File: src/rtl/dac_pkg.sv
// Shared constants for the DAC playback controller: FSM encodings and default widths.
package dac_pkg;

   localparam int DAC_W      = 14;
   localparam int DEF_ADDR_W = 14;
   localparam int DEF_DIV_W  = 16;
   localparam int DEF_CNT_W  = 16;

   localparam logic [1:0] ST_IDLE = 2'd0;
   localparam logic [1:0] ST_ARM  = 2'd1;
   localparam logic [1:0] ST_RUN  = 2'd2;

endpackage

File: src/rtl/dac_playback_ctrl_lat_delay.sv
// Fixed-depth 1-bit shift register that re-times the BRAM read strobe into the
// DAC capture enable; cleared only by reset so it drains after stop/done.
module lat_delay #(
   parameter int DEPTH = 1
) (
   input  logic clk,
   input  logic rst,
   input  logic i_din,
   output logic o_dout
);

   logic [DEPTH-1:0] r_sh;

   generate
      if (DEPTH == 1) begin : g_single
         always_ff @(posedge clk) begin
            if (rst) r_sh <= '0;
            else     r_sh <= i_din;
         end
      end else begin : g_multi
         always_ff @(posedge clk) begin
            if (rst) r_sh <= '0;
            else     r_sh <= {r_sh[DEPTH-2:0], i_din};
         end
      end
   endgenerate

   assign o_dout = r_sh[DEPTH-1];

endmodule

File: src/rtl/dac_playback_ctrl.sv
// Waveform playback sequencer: walks a BRAM address range at a programmable
// sample rate and emits a latency-aligned DAC capture enable.
module dac_playback_ctrl
   import dac_pkg::*;
#(
   parameter int ADDR_W  = DEF_ADDR_W,
   parameter int DIV_W   = DEF_DIV_W,
   parameter int CNT_W   = DEF_CNT_W,
   parameter int MEM_LAT = 1
) (
   input  logic              clk,
   input  logic              rst,
   input  logic [ADDR_W-1:0] cfg_start_addr,
   input  logic [ADDR_W-1:0] cfg_end_addr,
   input  logic [DIV_W-1:0]  cfg_div,
   input  logic [CNT_W-1:0]  cfg_cycles,
   input  logic              cfg_trig_en,
   input  logic              start,
   input  logic              stop,
   input  logic              trig,
   output logic [ADDR_W-1:0] mem_addr,
   output logic              mem_en,
   output logic              dac_enable,
   output logic              busy,
   output logic              done,
   output logic              cfg_err
);

   logic [1:0]        r_state;
   logic [ADDR_W-1:0] r_addr;
   logic [ADDR_W-1:0] r_start;
   logic [ADDR_W-1:0] r_end;
   logic [DIV_W-1:0]  r_div;
   logic [DIV_W-1:0]  r_div_max;
   logic [CNT_W-1:0]  r_rep;
   logic [CNT_W-1:0]  r_cycles;
   logic              r_done;
   logic              r_cfg_err;

   logic              w_tick;
   logic              w_last_pass;

   assign w_tick      = (r_state == ST_RUN) && (r_div == '0);
   assign w_last_pass = (r_cycles != '0) && ((r_rep + 1'b1) == r_cycles);

   // Counters are primed at start so a trigger-armed run enters RUN ready to fetch.
   always_ff @(posedge clk) begin
      if (rst) begin
         r_state   <= ST_IDLE;
         r_addr    <= '0;
         r_start   <= '0;
         r_end     <= '0;
         r_div     <= '0;
         r_div_max <= '0;
         r_rep     <= '0;
         r_cycles  <= '0;
         r_done    <= 1'b0;
         r_cfg_err <= 1'b0;
      end else begin
         r_done    <= 1'b0;
         r_cfg_err <= 1'b0;
         case (r_state)
            ST_IDLE: begin
               if (start && !stop) begin
                  if (cfg_start_addr > cfg_end_addr) begin
                     r_cfg_err <= 1'b1;
                  end else begin
                     r_start   <= cfg_start_addr;
                     r_end     <= cfg_end_addr;
                     r_div_max <= cfg_div;
                     r_cycles  <= cfg_cycles;
                     r_addr    <= cfg_start_addr;
                     r_div     <= '0;
                     r_rep     <= '0;
                     r_state   <= cfg_trig_en ? ST_ARM : ST_RUN;
                  end
               end
            end
            ST_ARM: begin
               if (stop)      r_state <= ST_IDLE;
               else if (trig) r_state <= ST_RUN;
            end
            ST_RUN: begin
               if (stop) begin
                  r_state <= ST_IDLE;
               end else begin
                  r_div <= (r_div == r_div_max) ? '0 : r_div + 1'b1;
                  // On the final pass the address is left on end_addr so IDLE shows the last sample fetched.
                  if (w_tick) begin
                     if (r_addr == r_end) begin
                        if (w_last_pass) begin
                           r_state <= ST_IDLE;
                           r_done  <= 1'b1;
                        end else begin
                           r_addr <= r_start;
                           if (r_cycles != '0) r_rep <= r_rep + 1'b1;
                        end
                     end else begin
                        r_addr <= r_addr + 1'b1;
                     end
                  end
               end
            end
            default: r_state <= ST_IDLE;
         endcase
      end
   end

   lat_delay #(
      .DEPTH (MEM_LAT)
   ) u_lat_delay (
      .clk    (clk),
      .rst    (rst),
      .i_din  (w_tick),
      .o_dout (dac_enable)
   );

   assign mem_addr = r_addr;
   assign mem_en   = w_tick;
   assign busy     = (r_state != ST_IDLE);
   assign done     = r_done;
   assign cfg_err  = r_cfg_err;

endmodule

File: config.mk
export PLATFORM = sky130hd
export DESIGN_NAME = dac_playback_ctrl
export DESIGN_NICKNAME = d
export VERILOG_FILES = /design/src/rtl/dac_pkg.sv /design/src/rtl/dac_playback_ctrl_lat_delay.sv /design/src/rtl/dac_playback_ctrl.sv
export SDC_FILE = /design/constraint.sdc
export NUM_CORES = 1
export LEC_CHECK = 0
export ABC_CLOCK_PERIOD_IN_PS = 8650
export BUFFER_PORTS_ARGS = -buffer_cell sky130_fd_sc_hd__buf_4
export CAP_MARGIN = 25
export CORE_ASPECT_RATIO = 0.7
export CORE_MARGIN = 1
export CORE_UTILIZATION = 45
export DETAILED_ROUTE_END_ITERATION = 10
export GPL_ROUTABILITY_DRIVEN = 1
export SETUP_SLACK_MARGIN = 0.5
export SKIP_CTS_REPAIR_TIMING = 1
export SYNTH_ARGS = -nofsm -noshare
export SYNTH_HDL_FRONTEND = slang
export SYNTH_SLANG_ARGS = --single-unit
File: constraint.sdc
create_clock -name clk -period 8.65 [get_ports clk]
set_clock_uncertainty 0.1 [all_clocks]
set_input_delay 1.2975 -clock clk [delete_from_list [all_inputs] [get_ports clk]]
set_output_delay 1.2975 -clock clk [all_outputs]
set_load 0.005 [all_outputs]
==> impl_metrics.env, run 1 <==
export IMPL_status="finished, final reports clean"
export IMPL_diodes=0
export IMPL_start_util_pct=46.4
export IMPL_drc=0
export IMPL_ir_worst_vdd_uv=91.8
export IMPL_use_met1_pct=36.7
export IMPL_busiest_layer="met2"
export IMPL_syn_area_per_cell_um2=7.76
export IMPL_core_area_um2=14000
export IMPL_wl_per_cell_um=17.2
export IMPL_ant_nets=0
export IMPL_ys_ff_latch=111
export IMPL_start_kind="register"
export IMPL_clk_latency_ns=0.37
export IMPL_r2r_slack_ns=4.45
export IMPL_crit_family="simple AND/OR/NAND/NOR gates"
export IMPL_seq_area_um2=2220
export IMPL_clk_pin_slew_ns=0.08
export IMPL_synth_edf_count=0
export IMPL_netlist_area_um2=6480
export IMPL_max_slew_margin_pct=38.8
export IMPL_switchingPower_mw=0.347
export IMPL_multi_input_area_um2=3840
export IMPL_p_per_area_nw_per_um2=159
export IMPL_fillers=1333
export IMPL_ios=85
export IMPL_p_clk_share_pct=36.6
export IMPL_grt_antenna_before_repair=0
export IMPL_finalMaxSlewViolations=0
export IMPL_clock_sinks=111
export IMPL_areaGrowthSynthToFinish_pct=15.5
export IMPL_async_flop_share_pct=0
export IMPL_period_share_pct=48.5
export IMPL_pwr_share_seq_pct=46.1
export IMPL_power_frac_comb_pct=17.3
export IMPL_fp_dieW_um=145
export IMPL_cts_tree="built"
export IMPL_syn_num_nets=919
export IMPL_rsz0062_at_grt="false"
export IMPL_timing_final_ws_setup_ns=4.45
export IMPL_final_common_cell="nand2_1"
export IMPL_met3_usage_pct=6.03
export IMPL_grt_pass1_wl_um=29800
export IMPL_p_total_mw=1.19
export IMPL_r2r_start="r_rep[4]"
export IMPL_internal_power_mw=0.846
export IMPL_cp_data_arrival_time_ns=4.35
export IMPL_htree_levels=3
export IMPL_critical_path_max_fanout=15
export IMPL_rows=36
export IMPL_grt_usage_pct=25.6
export IMPL_hold_viol=0
export IMPL_cp_buffers_inverters=0
export IMPL_holdPathStages=2
export IMPL_ys_flop_type="dfxtp_1"
export IMPL_final_cell_mix="nand2_1 (117), dfxtp_1 (111), buf_4 (92)"
export IMPL_die_area_um2=14900
export IMPL_nets=966
export IMPL_cp_slowest_stage_delay_ns=0.86
export IMPL_crit_type="register to register"
export IMPL_grt_overflow_total=0
export IMPL_whs_endpoint="r_end[0]"
export IMPL_cp_depth=7
export IMPL_clockRootBuffer="clkbuf_16"
export IMPL_syn_inst=835
export IMPL_layout_min_cycle_time_ns=4.20
export IMPL_place_gp_congestion=0.873
export IMPL_worst_setup_path_end_kind="register"
export IMPL_vias=6089
export IMPL_grt_max_degree=72
export IMPL_use_met2_pct=38.1
export IMPL_numCtsBuffers=9
export IMPL_r2r_cells=7
export IMPL_hold_class="register to register"
export IMPL_synth_seq_area_share_pct=34.3
export IMPL_dp_slack_ns=4.23
export IMPL_chipHeight_um=102
export IMPL_max_cap_violations=0
export IMPL_io_buffer_count=84
export IMPL_dp_cells=1061
export IMPL_min_from="r_end[0]"
export IMPL_rr_endpoint="mem_addr[11]"
export IMPL_drive_above_1_share_pct=14.0
export IMPL_p_leak_nw=3.02
export IMPL_grt_pass1_vias=5715
export IMPL_p_sw_share_pct=29.1
export IMPL_clock_path_buffers=2
export IMPL_fin_cells=1076
export IMPL_worstPathCellList="and3_1, a31oi_1, or4b_1, a2111o_1, or4_1, o31ai_4, mux2_1"
export IMPL_hpwl_um=13500
export IMPL_worst_pin_slew_ns=0.914
export IMPL_postLayoutCoreUtil_pct=53.6
export IMPL_tns_ns=0
export IMPL_netlist_cell_type_count=64
export IMPL_via_per_inst=5.66
export IMPL_ys_warn_count=0
export IMPL_drt_pass1_iterations=5
export IMPL_crit_slowest_cell="or4_1"
export IMPL_wirelength_um=18500
export IMPL_max_freq_mhz=238
export IMPL_drt_initial_drc_count=375
export IMPL_finalSetupViolations=0
export IMPL_worstPathRequired_ns=8.80
## metal layers
metal  up-vias  wire length [um]
li1       3008                 -
met1      2850              8930
met2       212              7820
met3        19              1540
met4         0               206
met5         -                 0
## stage by stage
| step | cell area, um2 | hold slack [ns] |
|---|---|---|
| finish | 7480 | 0.372 |
| global route | 7480 | 0.385 |
| CTS | 7480 | 0.371 |
| detailed placement | 7180 | 0.361 |
| global placement | 7180 | 0.357 |
| floorplan | 6480 | 0.348 |
## power by group through the flow
stage          Combinational, mW  Clock, mW  Sequential (mW)
2_1_floorplan              0.134          0            0.555
3_3_place_gp               0.203          0            0.561
3_5_place_dp               0.206          0            0.561
4_1_cts                    0.206      0.443            0.549
5_1_grt                    0.228      0.465            0.552
6_report                   0.207      0.436            0.550
## kinds of logic (layout without fill, tap and decap cells)
kind of cell,Yosys count,in the layout,synth area share [%]
flip-flops,111,111,34.3
multiplexers,27,27,4.25
adder cells (fa/ha/maj),18,18,3.48
buffers and inverters,106,157,6.59
AND/OR/NAND/NOR,321,321,23.7
AO/OA/AOI/OAI,182,182,18.2
XOR/XNOR,70,70,9.46
## worst min-delay path, stage by stage, from the launching register on
cell	delay, ns
dfxtp_1	0.32
nand2_1	0.05
a21oi_1	0.05
## Yosys cell counts (12+ instances only)
cell type | count | share of area, %
nor2_1 | 77 | 4.5
dfxtp_1 | 111 | 34
mux2i_1 | 23 | 3.6
nand2_1 | 117 | 6.8
xor2_1 | 33 | 4.5
nand4_1 | 13 | 1.3
a21oi_1 | 78 | 6.0
nand3_1 | 33 | 2.5
a211o_1 | 12 | 1.6
ha_1 | 18 | 3.5
o2111ai_1 | 12 | 1.6
inv_1 | 50 | 2.9
xnor2_1 | 37 | 5.0
o21ai_0 | 17 | 1.3
clkbuf_1 | 41 | 2.4
nor4_1 | 20 | 1.9
## worst max-delay path by stage
stage                      startpoint      endpoint  slack, ns
finish                       r_rep[4]  mem_addr[11]       4.45
detailed placement  cfg_start_addr[5]  mem_addr[11]       4.23
global route                 r_rep[4]  mem_addr[11]       4.30
CTS                          r_rep[4]  mem_addr[11]       4.45
floorplan            cfg_end_addr[11]      r_div[4]       4.99
global placement    cfg_start_addr[5]   mem_addr[4]       4.38
## layout make-up
cell class / instances / share of cell area (%)
multi-input cells: 618 / 51.4
flip-flops and latches: 111 / 29.7
repair buffers: 92 / 9.23
well taps: 190 / 3.18
clock buffers: 9 / 3.01
inverters: 50 / 2.51
clock inverters: 6 / 1.04
## registers in the layout, summed over array words and instances (netlist names)
register and cells:
r_start 14, r_end 14, done 1, r_state 2, cfg_err 1, r_cycles 16
r_div 16, mem_addr 14, r_rep 16, u_lat_delay.o_dout 1, r_div_max 16
Note: power is estimated with default switching activity, not from simulation.
==> run 2, diff against run 1 <==
--- a/config.mk
+++ b/config.mk
@@ -5,7 +5,8 @@
 export SDC_FILE = /design/constraint.sdc
 export NUM_CORES = 1
 export LEC_CHECK = 0
-export ABC_CLOCK_PERIOD_IN_PS = 8650
+export ABC_AREA = 1
+export ABC_CLOCK_PERIOD_IN_PS = 3600
 export BUFFER_PORTS_ARGS = -buffer_cell sky130_fd_sc_hd__buf_4
 export CAP_MARGIN = 25
 export CORE_ASPECT_RATIO = 0.7
@@ -13,6 +14,7 @@
 export CORE_UTILIZATION = 45
 export DETAILED_ROUTE_END_ITERATION = 10
 export GPL_ROUTABILITY_DRIVEN = 1
+export PLACE_DENSITY = 0.67
 export SETUP_SLACK_MARGIN = 0.5
 export SKIP_CTS_REPAIR_TIMING = 1
 export SYNTH_ARGS = -nofsm -noshare
==> constraint.sdc (replaced) <==
create_clock -name clk -period 3.6 [get_ports clk]
set_clock_uncertainty 0.1 [all_clocks]
set_input_delay 0.54 -clock clk [delete_from_list [all_inputs] [get_ports clk]]
set_output_delay 0.54 -clock clk [all_outputs]
set_load 0.005 [all_outputs]
==> run 2 against run 1 <==
Compared with the run above:
- clock power up 140%
- synthesized area up 1.8%
- cell area up 2.8%
- critical path depth up 7
- global-route usage down 0.16 points
- largest cell class unchanged
==> impl_metrics.env, run 2 <==
export IMPL_synthTopCellsByCount="nand2_1 (302), inv_1 (113), dfxtp_1 (111), a21oi_1 (102), nor2_1 (91)"
export IMPL_hold_viol=0
export IMPL_clk_latency_ns=0.35
export IMPL_ys_flop_type="dfxtp_1"
export IMPL_async_flop_share_pct=0
export IMPL_ys_ff_latch=111
export IMPL_wirelength_um=18400
export IMPL_max_cap_violations=0
export IMPL_critical_path_max_fanout=19
export IMPL_drc=0
export IMPL_fin_cells=1288
export IMPL_post_dp_cell_area_um2=7380
export IMPL_areaGrowthSynthToFinish_pct=16.8
export IMPL_start_kind="primary input"
export IMPL_ios=85
export IMPL_grt_antenna_before_repair=0
export IMPL_syn_inst=1024
export IMPL_worst_setup_path_end_kind="register"
export IMPL_worstPathRequired_ns=3.77
export IMPL_yosys_area_top_type="dfxtp_1"
export IMPL_core_area_um2=14100
export IMPL_grt_usage_pct=25.4
export IMPL_dp_cells=1272
export IMPL_crit_slowest_cell="a21oi_2"
export IMPL_ys_warn_count=0
export IMPL_chipHeight_um=103
export IMPL_synth_edf_count=0
export IMPL_clock_sinks=111
export IMPL_finalMaxSlewViolations=0
export IMPL_start_util_pct=46.8
export IMPL_wl_per_cell_um=14.3
export IMPL_place_gp_congestion=0.918
export IMPL_drt_pass1_iterations=5
export IMPL_syn_num_nets=1108
export IMPL_clockRootBuffer="clkbuf_16"
export IMPL_die_area_um2=15100
export IMPL_netlist_area_leader_share_pct=33.7
export IMPL_worstPathCellList="buf_4, ha_1, nand2_1, nor2_1, inv_1, nor2_1, nand2_1, nand2_1, nand2_1, nand3_2, o21ai_2, a21oi_2, inv_1, a211oi_1"
export IMPL_p_leak_nw=3.40
export IMPL_vias=6757
export IMPL_timing_final_ws_setup_ns=0.791
export IMPL_netlist_cell_type_count=39
export IMPL_grt_pass1_wl_um=30600
export IMPL_cp_slowest_stage_delay_ns=0.45
export IMPL_yosysMostFrequentCell="nand2_1"
export IMPL_grt_overflow_total=0
export IMPL_grt_pass1_vias=5991
export IMPL_finalSetupViolations=0
export IMPL_tns_ns=0
export IMPL_crit_type="primary input to register"
export IMPL_nets=1177
export IMPL_fp_dieW_um=147
export IMPL_netlist_area_um2=6590
export IMPL_drive_above_1_share_pct=12.3
export IMPL_design_area_um2=7700
export IMPL_htree_levels=3
export IMPL_clock_path_buffers=2
export IMPL_hold_class="primary input to register"
export IMPL_final_common_cell="nand2_1"
export IMPL_via_per_inst=5.25
export IMPL_io_buffer_count=84
export IMPL_diodes=0
export IMPL_max_freq_mhz=356
export IMPL_cp_data_arrival_time_ns=2.98
export IMPL_clk_pin_slew_ns=0.08
export IMPL_grt_max_degree=57
export IMPL_worst_pin_slew_ns=0.759
export IMPL_numCtsBuffers=9
export IMPL_rows=36
export IMPL_status="finished, final reports clean"
export IMPL_drt_initial_drc_count=512
export IMPL_postLayoutCoreUtil_pct=54.6
export IMPL_dp_slack_ns=0.464
export IMPL_ant_nets=0
export IMPL_max_slew_margin_pct=49.4
export IMPL_layout_min_cycle_time_ns=2.81
export IMPL_fillers=1382
export IMPL_cp_common_cell="nand2_1"
export IMPL_ir_worst_vdd_uv=294
export IMPL_rsz0062_at_grt="false"
export IMPL_final_cell_mix="nand2_1 (302), inv_1 (113), dfxtp_1 (111)"
export IMPL_p_per_area_nw_per_um2=469
export IMPL_hpwl_um=13300
export IMPL_cts_tree="built"
export IMPL_synthTopCellsByArea="dfxtp_1 (34%), nand2_1 (17%), a21oi_1 (7.7%), inv_1 (6.4%), nand3_1 (6.1%)"
export IMPL_syn_area_per_cell_um2=6.44
export IMPL_period_share_pct=78.0
export IMPL_synth_seq_area_share_pct=33.7
-- run 2: cell count changes in the layout (fill, tap and decap cells not counted), sizes merged, moves of 25 or more --
| cell | change |
|---|---|
| nand2 | +190 |
| nand3 | +48 |
| o21ai | +25 |
| a21oi | +25 |
| inv | +65 |
-- run 2: worst max-delay path, delay by kind of cell --
family                     cells  cell delay [ns]
adders and majority gates      1             0.29
buffers and inverters          3             0.38
AOI/OAI and AO/OA              3             0.91
and+or+nand+nor                7             0.85
-- run 2: logic make-up after synthesis --
logic type | count (synthesis) | synth area share [%]
flops | 111 | 33.7
xor+xnor | 34 | 4.94
compound gates | 159 | 12.7
fa+ha+maj | 18 | 3.42
simple gates | 548 | 36.2
buf+inv | 154 | 9.04
-- run 2: worst paths after layout --
path                 startpoint           to  slack (ns)  cells past startpoint
min reg2reg         r_start[13]  r_start[13]        0.37                      2
max          cfg_start_addr[13]     r_div[1]        0.79                     14
min             cfg_end_addr[8]     r_end[8]        0.34                      3
max reg2reg            r_rep[1]    r_rep[13]        0.87                     11
-- run 2: layout make-up --
cell class | instances | area [um2] | share of cell area, %
sequential | 111 | 2220 | 28.9
inverter | 118 | 443 | 5.76
clock buffer | 10 | 229 | 2.98
tap | 190 | 238 | 3.09
timing repair buffer | 94 | 706 | 9.17
multi-input combinational | 759 | 3790 | 49.2
clock inverter | 6 | 72.6 | 0.943
-- run 2: metrics by stage --
stage	total power, mW	hold WS (ns)
CTS	3.63	0.327
global placement	2.58	0.355
finish	3.61	0.335
floorplan	2.20	0.342
global route	3.85	0.336
detailed placement	2.58	0.359
-- run 2: power by group --
group          switching, mW  total [mW]  internal, mW
combinational          0.687        1.10         0.416
sequential             0.123        1.47          1.35
clock                  0.486        1.04         0.551
total                   1.30        3.61          2.32
-- run 2: metal layers --
| layer | up-vias | track usage [%] | part of all wire [%] |
|---|---|---|---|
| met3 | 22 | 4.56 | 7.0 |
| li1 | 3459 | - | - |
| met5 | - | 0 | 0 |
| met2 | 245 | 36.2 | 40 |
| met1 | 3031 | 39.0 | 52 |
| met4 | 0 | 6.01 | 1.1 |
==> run 3, diff against run 2 <==
--- a/config.mk
+++ b/config.mk
@@ -5,8 +5,8 @@
 export SDC_FILE = /design/constraint.sdc
 export NUM_CORES = 1
 export LEC_CHECK = 0
-export ABC_AREA = 1
-export ABC_CLOCK_PERIOD_IN_PS = 3600
+export ABC_AREA = 0
+export ABC_CLOCK_PERIOD_IN_PS = 2400
 export BUFFER_PORTS_ARGS = -buffer_cell sky130_fd_sc_hd__buf_4
 export CAP_MARGIN = 25
 export CORE_ASPECT_RATIO = 0.7
==> constraint.sdc (replaced) <==
create_clock -name clk -period 2.4 [get_ports clk]
set_clock_uncertainty 0.1 [all_clocks]
set_input_delay 0.36 -clock clk [delete_from_list [all_inputs] [get_ports clk]]
set_output_delay 0.36 -clock clk [all_outputs]
set_load 0.005 [all_outputs]
==> run 3 against run 2 <==
Compared with the run above:
- register-to-register slack worse by 1.5 ns
- global-route usage grew 1.5 points
- sequential power rose by 34%
- cell area grew 36%
- setup slack worse by 1.4 ns
- hold slack got worse by 0.21 ns
- final cell count decreased by 1.2%
- the run now ends with setup timing left
- sequential share of layout area is 7.6 points lower
- clock power grew 55%
- combinational power grew 24%
- count of clock-buffer cells in the layout down 1
==> impl_metrics.env, run 3 (same netlist as run 1, synthesis figures left out) <==
export IMPL_status="finished, violations left"
export IMPL_violations="setup timing"
export IMPL_diodes=0
export IMPL_clock_path_buffers=2
export IMPL_post_dp_cell_area_um2=8500
export IMPL_crit_slowest_cell="or4b_1"
export IMPL_clk_pin_slew_ns=0.08
export IMPL_hpwl_um=15200
export IMPL_wirelength_um=26100
export IMPL_p_total_mw=4.94
export IMPL_place_gp_congestion=0.887
export IMPL_rsz0062_at_grt="true"
export IMPL_htree_levels=3
export IMPL_tns_ns=-17.14
export IMPL_timing_hold_ws_ns=0.124
export IMPL_finalSetupViolations=51
export IMPL_drc=0
export IMPL_wl_per_cell_um=20.5
export IMPL_switchingPower_mw=1.54
export IMPL_grt_max_degree=39
export IMPL_max_cap_violations=0
export IMPL_p_leak_nw=4.58
export IMPL_start_util_pct=46.4
export IMPL_hold_class="primary input to register"
export IMPL_crit_family="simple AND/OR/NAND/NOR gates"
export IMPL_worstPathCellList="ha_4, xnor2_4, xnor2_2, or4b_1, a2111o_1, or4_4, o31ai_4, mux2_1"
export IMPL_hold_viol=0
export IMPL_cp_data_arrival_time_ns=3.14
export IMPL_numCtsBuffers=9
export IMPL_grt_usage_pct=26.9
export IMPL_chipHeight_um=102
export IMPL_start_kind="register"
export IMPL_design_area_um2=10500
export IMPL_fp_dieW_um=145
export IMPL_final_cell_mix="buf_4 (228), dfxtp_1 (100), nor2_1 (76)"
export IMPL_period_share_pct=125
export IMPL_critical_path_max_fanout=5
export IMPL_worst_setup_path_end_kind="register"
export IMPL_ios=85
export IMPL_final_common_cell="buf_4"
export IMPL_rows=36
export IMPL_die_area_um2=14900
export IMPL_finalMaxSlewViolations=0
export IMPL_cts_tree="built"
export IMPL_timing_final_ws_setup_ns=-0.591
export IMPL_worst_pin_slew_ns=0.637
export IMPL_fin_cells=1272
export IMPL_worstPathRequired_ns=2.55
export IMPL_p_per_area_nw_per_um2=470
export IMPL_clk_latency_ns=0.37
export IMPL_layout_min_cycle_time_ns=2.99
export IMPL_drive_above_1_share_pct=46.2
export IMPL_ant_nets=0
export IMPL_grt_pass1_vias=6037
export IMPL_internal_power_mw=3.40
export IMPL_dp_slack_ns=-0.647
export IMPL_drt_pass1_iterations=7
export IMPL_core_area_um2=14000
export IMPL_grt_pass1_wl_um=31400
export IMPL_fillers=902
export IMPL_p_sw_share_pct=31.2
export IMPL_max_slew_margin_pct=57.5
export IMPL_ir_worst_vdd_uv=403
export IMPL_grt_overflow_total=0
export IMPL_drt_initial_drc_count=776
export IMPL_pwr_share_seq_pct=39.9
export IMPL_grt_antenna_before_repair=0
export IMPL_crit_type="register to register"
export IMPL_postLayoutCoreUtil_pct=75.2
export IMPL_nets=1161
export IMPL_areaGrowthSynthToFinish_pct=62.1
export IMPL_cp_buffers_inverters=0
export IMPL_vias=7511
export IMPL_clock_sinks=111
export IMPL_io_buffer_count=84
export IMPL_max_freq_mhz=334
export IMPL_via_per_inst=5.90
export IMPL_power_frac_comb_pct=27.5
export IMPL_cp_slowest_stage_delay_ns=0.50
export IMPL_clockRootBuffer="clkbuf_16"
export IMPL_p_clk_share_pct=32.6
export IMPL_dp_cells=1216
run 3: cell types whose count changed in the layout (fill, tap and decap cells not counted), sizes merged, moves of 16 or more:
cell / before / now
nand2: 307 / 117
buf: 94 / 279
inv: 118 / 53
nand3: 82 / 34
a21oi: 103 / 78
o21ai: 48 / 23
mux2i: 0 / 23
nand4: 38 / 15
nor2: 100 / 77
xnor2: 15 / 37
nor4: 4 / 21
xor2: 17 / 33
run 3: layer usage:
| metal | vias to the layer above | global-route usage [%] | part of all wire [%] |
|---|---|---|---|
| met1 | 3625 | 41.6 | 44 |
| met3 | 68 | 5.04 | 9.4 |
| li1 | 3410 | - | - |
| met5 | - | 0 | 0 |
| met4 | 0 | 5.67 | 2.7 |
| met2 | 408 | 37.9 | 43 |
run 3: path summary, 6_finish.rpt:
kind,end,from,depth (start not counted),slack [ns]
worst min register to register,r_div_max[10],r_div_max[10],2,0.40
worst max register to register,mem_addr[11],r_rep[0],8,-0.59
worst min-delay path,r_end[2],cfg_end_addr[2],3,0.12
worst max-delay path,mem_addr[11],r_rep[0],8,-0.59
run 3: final cells by class:
type	count	area (um2)	area share, %
Clock buffer	9	225	2.15
Clock inverter	7	88.8	0.846
Inverter	50	203	1.93
Multi-Input combinational cell	618	4910	46.8
Sequential cell	111	2240	21.3
Tap cell	190	238	2.26
Timing Repair Buffer	287	2590	24.7
run 3: worst register-to-register path: stages, from the launching register on:
cell      delay [ns]
dfxtp_4         0.36
ha_4            0.18
xnor2_4         0.13
xnor2_2         0.14
or4b_1          0.50
a2111o_1        0.33
or4_4           0.47
o31ai_4         0.32
mux2_1          0.37
run 3: power by group through the flow:
stage | Sequential [mW] | Combinational (mW) | Clock (mW)
4_1_cts | 1.96 | 0.950 | 1.61
3_3_place_gp | 2.00 | 0.935 | 0
6_report | 1.97 | 1.36 | 1.61
2_1_floorplan | 2.00 | 0.539 | 0
5_1_grt | 1.97 | 1.42 | 1.70
3_5_place_dp | 2.00 | 0.943 | 0
